$ cat config.mk
export PLATFORM = sky130hd
export DESIGN_NAME = fir_taps_ram_flat
export DESIGN_NICKNAME = d
export VERILOG_FILES = /design/src/rtl/fir_taps_ram_if.sv /design/src/rtl/fir_taps_ram.sv /design/src/flat_wrapper.sv
export SDC_FILE = /design/constraint.sdc
export NUM_CORES = 1
export LEC_CHECK = 0
export ABC_AREA = 1
export BUFFER_PORTS_ARGS = -buffer_cell sky130_fd_sc_hd__buf_2
export CORE_MARGIN = 2
export CORE_UTILIZATION = 35
export DETAILED_ROUTE_END_ITERATION = 8
export PLACE_DENSITY_LB_ADDON = 0.3
export SLEW_MARGIN = 20
export SYNTH_ARGS = -nofsm -noshare
export SYNTH_HDL_FRONTEND = slang
export SYNTH_SLANG_ARGS = --single-unit
$ cat constraint.sdc
create_clock -name clk -period 11.8 [get_ports clk]
set_input_delay 1.18 -clock clk [delete_from_list [all_inputs] [get_ports clk]]
set_output_delay 1.18 -clock clk [all_outputs]
set_load 0.005 [all_outputs]
$ cat src/rtl/fir_taps_ram_if.sv
// Tap-read and coefficient-load signals shared by the filter engine, the host and fir_taps_ram.
interface fir_taps_ram_if #(
  parameter int COEF_WIDTH = 16,
  parameter int ADDR_WIDTH = 5
);
  logic [ADDR_WIDTH-1:0]        din_address;
  logic                         din_valid;
  logic signed [COEF_WIDTH-1:0] dout;
  logic                         dout_valid;
  logic                         load_start;
  logic signed [COEF_WIDTH-1:0] load_data;
  logic                         load_valid;
  logic                         load_ready;
  logic                         load_done;
  logic                         active_bank;

  modport master (
    output din_address, din_valid, load_start, load_data, load_valid,
    input  dout, dout_valid, load_ready, load_done, active_bank
  );

  modport slave (
    input  din_address, din_valid, load_start, load_data, load_valid,
    output dout, dout_valid, load_ready, load_done, active_bank
  );
endinterface

$ cat src/rtl/fir_taps_ram.sv
// Double-buffered FIR taps: 1-cycle registered reads never stall; host load throttled by load_ready, bank swap on next address-0 read.
// FIR_TAPS_SYM_FOLD_EN: store only the first half of a symmetric set and mirror read addresses onto it.
module fir_taps_ram #(
  parameter int NUM_TAPS   = 32,
  parameter int COEF_WIDTH = 16,
  parameter int ADDR_WIDTH = $clog2(NUM_TAPS)
) (
  input  logic          clk,
  input  logic          rstn,
  fir_taps_ram_if.slave bus
);

`ifdef FIR_TAPS_SYM_FOLD_EN
  localparam int LOAD_COUNT = (NUM_TAPS + 1) / 2;
`else
  localparam int LOAD_COUNT = NUM_TAPS;
`endif
  localparam int LA  = (LOAD_COUNT > 1) ? $clog2(LOAD_COUNT) : 1;
  localparam int AW1 = ADDR_WIDTH + 1;

  localparam logic [1:0] IDLE    = 2'd0;
  localparam logic [1:0] LOAD    = 2'd1;
  localparam logic [1:0] PENDING = 2'd2;

  // Power-up coefficient set of the 2x interpolator; only defined for the 32x16 build.
  function automatic int tap_default(input int i);
    if (NUM_TAPS != 32 || COEF_WIDTH != 16) return 0;
    case (i)
      0:  return 7;      1:  return -89;    2:  return -79;    3:  return 116;
      4:  return 271;    5:  return 0;      6:  return -511;   7:  return -423;
      8:  return 559;    9:  return 1194;   10: return 1;      11: return -2151;
      12: return -1888;  13: return 2959;   14: return 9834;   15: return 13108;
      16: return 9834;   17: return 2959;   18: return -1888;  19: return -2151;
      20: return 1;      21: return 1194;   22: return 559;    23: return -423;
      24: return -511;   25: return 0;      26: return 271;    27: return 116;
      28: return -79;    29: return -89;    30: return 7;
      default: return 0;
    endcase
  endfunction

  logic [COEF_WIDTH-1:0] bank0 [LOAD_COUNT];
  logic [COEF_WIDTH-1:0] bank1 [LOAD_COUNT];
  // Bank 0 entries read the constant table until the host first overwrites them;
  // like the RAM cells, these flags are untouched by reset and power up clear.
  logic [LOAD_COUNT-1:0] bank0_dirty;

  logic [1:0]            state;
  logic [LA-1:0]         wr_count;
  logic                  wr_en;
  logic                  swap;
  logic                  rd_bank;
  logic                  in_range;
  logic [AW1-1:0]        addr_ext;
  logic [LA-1:0]         phys;
  logic [COEF_WIDTH-1:0] rd_word;

  assign addr_ext = {1'b0, bus.din_address};
  assign in_range = addr_ext < AW1'(NUM_TAPS);

`ifdef FIR_TAPS_SYM_FOLD_EN
  logic [AW1-1:0] mirror;
  assign mirror = AW1'(NUM_TAPS - 1) - addr_ext;
  assign phys   = LA'((addr_ext < mirror) ? addr_ext : mirror);
`else
  assign phys   = LA'(addr_ext);
`endif

  assign swap    = (state == PENDING) && bus.din_valid && (bus.din_address == '0);
  // The address-0 read that triggers the swap already sees the new bank.
  assign rd_bank = bus.active_bank ^ swap;
  assign wr_en   = (state == LOAD) && bus.load_valid;

  assign bus.load_ready = (state == LOAD);

  always_comb begin
    rd_word = '0;
    if (rd_bank)
      rd_word = bank1[phys];
    else if (bank0_dirty[phys])
      rd_word = bank0[phys];
    else
      rd_word = COEF_WIDTH'(tap_default(int'(phys)));
  end

  // Writes always land in the bank that is not serving reads.
  always_ff @(posedge clk) begin
    if (wr_en) begin
      if (bus.active_bank) begin
        bank0[wr_count]       <= bus.load_data;
        bank0_dirty[wr_count] <= 1'b1;
      end else begin
        bank1[wr_count] <= bus.load_data;
      end
    end
  end

  always_ff @(posedge clk or negedge rstn) begin
    if (!rstn) begin
      bus.dout       <= '0;
      bus.dout_valid <= 1'b0;
    end else begin
      bus.dout_valid <= bus.din_valid;
      if (bus.din_valid)
        bus.dout <= in_range ? rd_word : '0;
    end
  end

  always_ff @(posedge clk or negedge rstn) begin
    if (!rstn) begin
      state           <= IDLE;
      wr_count        <= '0;
      bus.active_bank <= 1'b0;
      bus.load_done   <= 1'b0;
    end else begin
      bus.load_done <= swap;
      case (state)
        IDLE: begin
          if (bus.load_start) begin
            state    <= LOAD;
            wr_count <= '0;
          end
        end
        LOAD: begin
          if (bus.load_valid) begin
            wr_count <= wr_count + LA'(1);
            if (wr_count == LA'(LOAD_COUNT - 1))
              state <= PENDING;
          end
        end
        PENDING: begin
          if (swap) begin
            state           <= IDLE;
            bus.active_bank <= ~bus.active_bank;
          end
        end
        default: state <= IDLE;
      endcase
    end
  end

endmodule

$ cat src/flat_wrapper.sv
// flat-port wrapper written by rule: the top's interface ports become plain ports
module fir_taps_ram_flat 
#(
  parameter int NUM_TAPS   = 32,
  parameter int COEF_WIDTH = 16,
  parameter int ADDR_WIDTH = $clog2(NUM_TAPS)
)
  (clk, rstn, bus_din_address, bus_din_valid, bus_load_start, bus_load_data, bus_load_valid, bus_dout, bus_dout_valid, bus_load_ready, bus_load_done, bus_active_bank);
  fir_taps_ram_if #(.COEF_WIDTH(COEF_WIDTH), .ADDR_WIDTH(ADDR_WIDTH)) bus_i ();
  input  logic clk;
  input  logic rstn;
  input wire logic [$bits(bus_i.din_address)-1:0] bus_din_address;
  input wire logic [$bits(bus_i.din_valid)-1:0] bus_din_valid;
  input wire logic [$bits(bus_i.load_start)-1:0] bus_load_start;
  input wire logic [$bits(bus_i.load_data)-1:0] bus_load_data;
  input wire logic [$bits(bus_i.load_valid)-1:0] bus_load_valid;
  output wire logic [$bits(bus_i.dout)-1:0] bus_dout;
  output wire logic [$bits(bus_i.dout_valid)-1:0] bus_dout_valid;
  output wire logic [$bits(bus_i.load_ready)-1:0] bus_load_ready;
  output wire logic [$bits(bus_i.load_done)-1:0] bus_load_done;
  output wire logic [$bits(bus_i.active_bank)-1:0] bus_active_bank;
  assign bus_i.din_address = bus_din_address;
  assign bus_i.din_valid = bus_din_valid;
  assign bus_i.load_start = bus_load_start;
  assign bus_i.load_data = bus_load_data;
  assign bus_i.load_valid = bus_load_valid;
  assign bus_dout = bus_i.dout;
  assign bus_dout_valid = bus_i.dout_valid;
  assign bus_load_ready = bus_i.load_ready;
  assign bus_load_done = bus_i.load_done;
  assign bus_active_bank = bus_i.active_bank;
  fir_taps_ram #(.NUM_TAPS(NUM_TAPS), .COEF_WIDTH(COEF_WIDTH), .ADDR_WIDTH(ADDR_WIDTH)) u_core (.clk(clk), .rstn(rstn), .bus(bus_i));
endmodule
=== Word-level counts from Yosys, hierarchy flattened ===
Memories as Yosys holds them, arrays and structs flattened.
Index checks and enable logic that the tools add are counted.

* Input port bits: 26
* Memory bits (writable): 1024
* Bits in registers: 58
* Memories kept: 3
* Memory bits (read-only): 1024
* Output and inout bits: 20
* Latch bits: 0

{| class="wikitable"
|+ Memory list
! memory !! depth !! width !! rd ports !! clocked after Yosys merged registers in !! write ports !! RTL line !! RTL
|-
| (no name shown) || 32 || 32 || 1 || 0 || 0 || fir_taps_ram.sv:28 || <nowiki>case (i)</nowiki>
|-
| u_core.bank0 || 32 || 16 || 1 || 0 || 1 || fir_taps_ram.sv:41 || <nowiki>logic [COEF_WIDTH-1:0] bank0 [LOAD_COUNT];</nowiki>
|-
| u_core.bank1 || 32 || 16 || 1 || 0 || 1 || fir_taps_ram.sv:42 || <nowiki>logic [COEF_WIDTH-1:0] bank1 [LOAD_COUNT];</nowiki>
|}

* Reductions and logical operators: 11
* Divide/modulo/power cells: 0
* Shifts and indexed selects: 0
* Eq/ne operators: 7
* Bitwise gates (word level): 3
* $lt $le $gt $ge: 4
* Mux-type cells: 21
* $add $sub $neg: 1
* Multipliers: 0

{| class="wikitable"
|+ Operator list
! cell !! number
|-
| two-way mux 16 bit || 3
|-
| bitwise OR 32 bit || 1
|-
| < comparator 5 x 6 -> 1 bit (second input constant) || 3
|-
| two-way mux 5 bit || 2
|-
| one-hot mux 5 bit (2 select lines) || 1
|-
| two-way mux 1 bit || 8
|-
| two-way mux 2 bit || 4
|-
| one-hot mux 2 bit (3 select lines) || 1
|-
| adder 5 x 1 -> 5 bit (second input constant) || 1
|-
| binary-select mux 1 bit (select 5 bit) || 1
|-
| demux 1 bit (select 5 bit) || 1
|-
| == test 5 bit (second input constant) || 1
|-
| greater-or-equal comparator 5 x 1 -> 1 bit (second input constant) || 1
|-
| zero test 5 bit || 1
|-
| logical AND 1 bit || 4
|-
| inequality test 2 x 1 -> 1 bit (second input constant) || 2
|-
| inequality test 2 bit (second input constant) || 2
|-
| AND reduction 2 bit || 2
|-
| AND reduction 4 bit || 1
|-
| AND reduction 3 bit || 1
|-
| == test 2 x 1 -> 1 bit (second input constant) || 1
|-
| == test 2 bit (second input constant) || 1
|-
| zero test 2 bit || 1
|-
| nonzero test 2 bit || 1
|-
| 2 further kinds || 2
|}

=== Longest topological paths before layout ===
* Depth after elaboration: 6
* Depth in mapped cells: 18

=== Worst setup path after synthesis ===
OpenSTA, ideal clock, no wires.

* Path kind: input to register
* Start point: in bus_load_valid
* End point: mem u_core.bank0[10][0] (enable)
* Library setup time: 0.388 ns
* Data arrival time: 4.199 ns
* Stages on the path: 7
* Setup slack: 7.212 ns
* Path through: inv_1 nor2_1 inv_1 nor2_1 inv_1 clkbuf_1 nor2_1

* Cells in the longest elaborated chain, start to end: 3

{| class="wikitable"
|+ Ends and longest elaborated chain
! element !! RTL line !! RTL
|-
| start, declared || flat_wrapper.sv:16 || <nowiki>input wire logic [$bits(bus_i.load_valid)-1:0] bus_load_valid;</nowiki>
|-
| logical AND 1 bit || fir_taps_ram.sv:71 || <nowiki>assign wr_en = (state == LOAD) && bus.load_valid;</nowiki>
|-
| two-way mux 1 bit || fir_taps_ram.sv:87 || <nowiki>if (wr_en) begin</nowiki>
|-
| two-way mux 1 bit (implied by the code) || fir_taps_ram.sv:89 || <nowiki>bank0[wr_count] <= bus.load_data;</nowiki>
|-
| end, declared || fir_taps_ram.sv:41 ||
|}

No other way between the ends.

=== Worst setup path after layout ===
* Start point: in bus_din_address[1]
* End point: reg u_core.bus.dout[2]

* Cells in the longest elaborated chain, start to end: 5

{| class="wikitable"
|+ Ends and longest elaborated chain
! element !! RTL line !! RTL
|-
| start, declared || flat_wrapper.sv:12 || <nowiki>input wire logic [$bits(bus_i.din_address)-1:0] bus_din_address;</nowiki>
|-
| binary-select mux 1 bit (select 5 bit) or zero test 5 bit (tied branches) || fir_taps_ram.sv:79, fir_taps_ram.sv:68 ||
|-
| two-way mux 1 bit (implied by the code) or logical AND 1 bit (tied branches) || fir_taps_ram.sv:79, fir_taps_ram.sv:68 ||
|-
| two-way mux 16 bit or bitwise XOR 1 bit (tied branches) || fir_taps_ram.sv:79, fir_taps_ram.sv:70 ||
|-
| two-way mux 16 bit || fir_taps_ram.sv:77 || <nowiki>if (rd_bank)</nowiki>
|-
| two-way mux 16 bit (*) || fir_taps_ram.sv:104 || <nowiki>bus.dout <= in_range ? rd_word : '0;</nowiki>
|-
| end signal, assigned || fir_taps_ram.sv:104 ||
|-
| end, declared || fir_taps_ram_if.sv:24 || <nowiki>output dout, dout_valid, load_ready, load_done, active_bank</nowiki>
|}

Every way passes the cells marked *; elsewhere a longest branch is shown, timed or not. The select of a mux whose other input is x is not followed.
A chain may end at the register's enable or synchronous reset.

==> results.tsv <==
metric	value	unit
worst r2r src	u_core.state[0]	
vias in the first global route	28400	
synthesized instance count	4090	
period utilization	36.4	%
cell area after synthesis	0.0450	sq mm
synthesis-stage register bit count	1082	
min-delay src	u_core.bank0_dirty[26]	
synth warn	0	
clock buffer depth	3	
clock sink count	1082	
# DRC	0	
fmax	0.233	GHz
Slew headroom	29.2	%
Slowest cell on crit path	buf_4	
TNS Setup	0	ps
Leak	19.2	nW
crit path cell chain	buf_6 -> inv_4 -> buf_4 -> buf_4 -> nand2_1 -> nand2_1 -> nand2_1 -> nand2_1 -> o21ai_0 -> nand2_1 -> nand2_1 -> nand3_1 -> a21oi_1	
Resized cells post-CTS	0	
Slew Viols, Final	0	
Top delay family on crit path	buffers and inverters	
clock network fraction of design power	40.6	%
commonest non-fill, non-tap cell in the layout	nand2_1	
RSZ-0062 raised after global routing	false	
Post-Syn Nets	4129	
crit path max fanout	53	
# hold bufs at CTS	0	
Routed WL per cell	22.1	microns
first-pass iteration count of the detailed router	5	
commonest cells after routing, fill and taps aside	1430 x nand2_1, 1056 x edfxtp_1, 352 x nand3_1, 347 x nor2_1, 318 x inv_1	
Row Count	131	
H-tree depth	3	
Crit path largest cell delay	760	ps
Overflow after GRT	0	
Hold Vio Cnt, Final	0	
filler instances	12200	
Post-DP Area	0.0472	sq mm
Post-DP HPWL	70700	microns
minimum clock period	4300	ps
first-pass GRT wire length	192000	microns
MaxCap Viol Count	0	
status	finished clean	
chip width	362	microns
initial antenna violation count	5	
clock slew at reported path FFs	60	ps
die height	362	microns
Tot Pwr	8.53	mW
Initial Util	35.3	%
skew final	25.4	ps
Placeable Area	0.128	sq mm
CTS root buf	clkbuf_16	
CTS tree	yes	
Peak supply drop	0.119	mV
Critical Path End	u_core.bus.dout[2]	
die area	0.131	sq mm
Antenna Violating Nets Remaining	0	
Levels on crit path	13	
CP Launch Type	primary input	
Least-Margin Pin Slew	1060	ps
PortBufs	45	
NetSw	2.07	mW
Avg Vias per Cell	5.07	
cell mode on critical path	nand2_1	
sequential share of the synthesized area	72.0	%
final core occ	39.8	%
WP data arrival	4870	ps
FF-to-FF setup slack	8230	ps
Final #Nets	4191	
switching fraction of total power	24.2	%
Worst Path Buf+Inv	4	
postcts setup bufs	0	
Avg Cell Area, Syn	11.0	sq um
Skew-Pair Late Insertion Delay	700	ps
share of layout cells above drive strength 1	7.74	%
crit path launch	bus_din_address[1]	
hold crit path type	reg2reg	
CP Class	in2reg	
worst path required time	12370	ps
P_int	6.46	mW
reg2reg end	u_core.bank0[9][4]	
Netlist cell types	32	
TritonCTS Buffers	113	
Area growth syn-to-layout	13.0	%
crit end category	flop	
Post-Route WL	131000	microns
sequential power share	50.9	%
largest net degree at the start of global routing	134	
GRT Total Usage	19.6	%
setup ws final	7500	ps
Final Instance Area	0.0508	sq mm
FF-to-FF path depth	10	
Placement Setup Slack	6800	ps
initial drt markers	3135	
gpl congestion	0.846	
via count	30000	
Setup Viol. Count Final	0	
P per Cell Area	168	mW/mm^2
Comb power frac	8.5	%
Ports	46	
[cell usage after synthesis (all sizes together)]
master | count | area, sq um
clkinv | 1 | 3.75
nor2 | 354 | 1340
inv | 323 | 1210
o211ai | 19 | 143
nand3 | 352 | 1760
xor2 | 1 | 8.76
a211oi | 3 | 22.5
dfrtp | 26 | 651
ha | 13 | 163
edfxtp | 1056 | 31700
buf | 139 | 711
nand4 | 3 | 18.8
nand2 | 1432 | 5380
a21oi | 79 | 395
a22oi | 11 | 82.6
o31ai | 2 | 15.0
o22ai | 6 | 37.5
o32ai | 1 | 8.76
o21ai | 163 | 816
or2 | 1 | 6.26
nor3 | 9 | 45.0
a31oi | 26 | 163
o2111ai | 1 | 8.76
clkbuf | 69 | 259
[per-layer routing]
metal / GRT usage [%] / vias up / part of all wire [%]
met3: 3.21 / 168 / 8.0
met4: 5.39 / 2 / 2.3
li1: - / 13800 / -
met2: 31.1 / 1178 / 46
met5: 0 / - / 0.0099
met1: 28.0 / 14800 / 44
[layout make-up]
class	instances	area, sq um	area share (%)
timing repair buffer	155	1100	2.17
clock buffer	153	3040	5.98
antenna	1	2.50	0.00492
sequential	1082	32400	63.7
inverter	324	1230	2.42
tap	1662	2080	4.09
multi-input combinational	2476	10400	20.6
clock inverter	62	553	1.09
[cells by family (layout without fill, tap and decap cells)]
| group | count (synthesis) | in the layout | synth area share [%] |
|---|---|---|---|
| xor+xnor | 1 | 1 | 0.0195 |
| compound gates | 311 | 311 | 3.76 |
| fa+ha+maj | 13 | 13 | 0.362 |
| buf+inv | 532 | 694 | 4.86 |
| other cells | 0 | 1 | 0 |
| flops | 1082 | 1082 | 72.0 |
| simple gates | 2151 | 2151 | 19.0 |
[worst register-to-register path: stages (launching register included)]
cell	delay (ps)
dfrtp_1	390
inv_1	50
nor2_1	330
inv_1	110
nor2_1	380
inv_1	130
nor2_2	90
buf_4	420
inv_1	650
nor2_1	280
buf_4	370
[how the worst min path moves through the flow]
stage                                         to  slack [ps]  cells after the start
after global routing      u_core.bank0_dirty[28]         540                      2
after detailed placement  u_core.bank0_dirty[28]         510                      2
after global placement        u_core.bus.dout[7]         490                      2
after floorplan              u_core.bus.dout[15]         470                      2
after CTS                 u_core.bank0_dirty[28]         520                      2
final                     u_core.bank0_dirty[26]         530                      2
[stage by stage]
step / hold slack [ps] / instances
final: 525 / 5915
after global routing: 537 / 5914
after CTS: 522 / 5914
after detailed placement: 506 / 5699
after global placement: 494 / 5699
after floorplan: 472 / 4090
[power groups by stage]
stage                     clock network [mW]  logic (mW)  registers, mW
after detailed placement                   0       0.716           4.43
after global placement                     0       0.713           4.42
after global routing                    3.67       0.786           4.35
after floorplan                            0       0.385           4.40
final                                   3.46       0.723           4.35
after CTS                               3.51       0.718           4.35
[sequential cells by signal (all words and copies together), names as in the netlist]
name / cells
u_core.bank0: 512
u_core.bank0_dirty: 32
u_core.bank1: 512
u_core.bus.active_bank: 1
u_core.bus.dout: 16
u_core.bus.dout_valid: 1
u_core.bus.load_done: 1
u_core.state: 2
u_core.wr_count: 5
No activity file was read; power rests on OpenSTA's default activity.
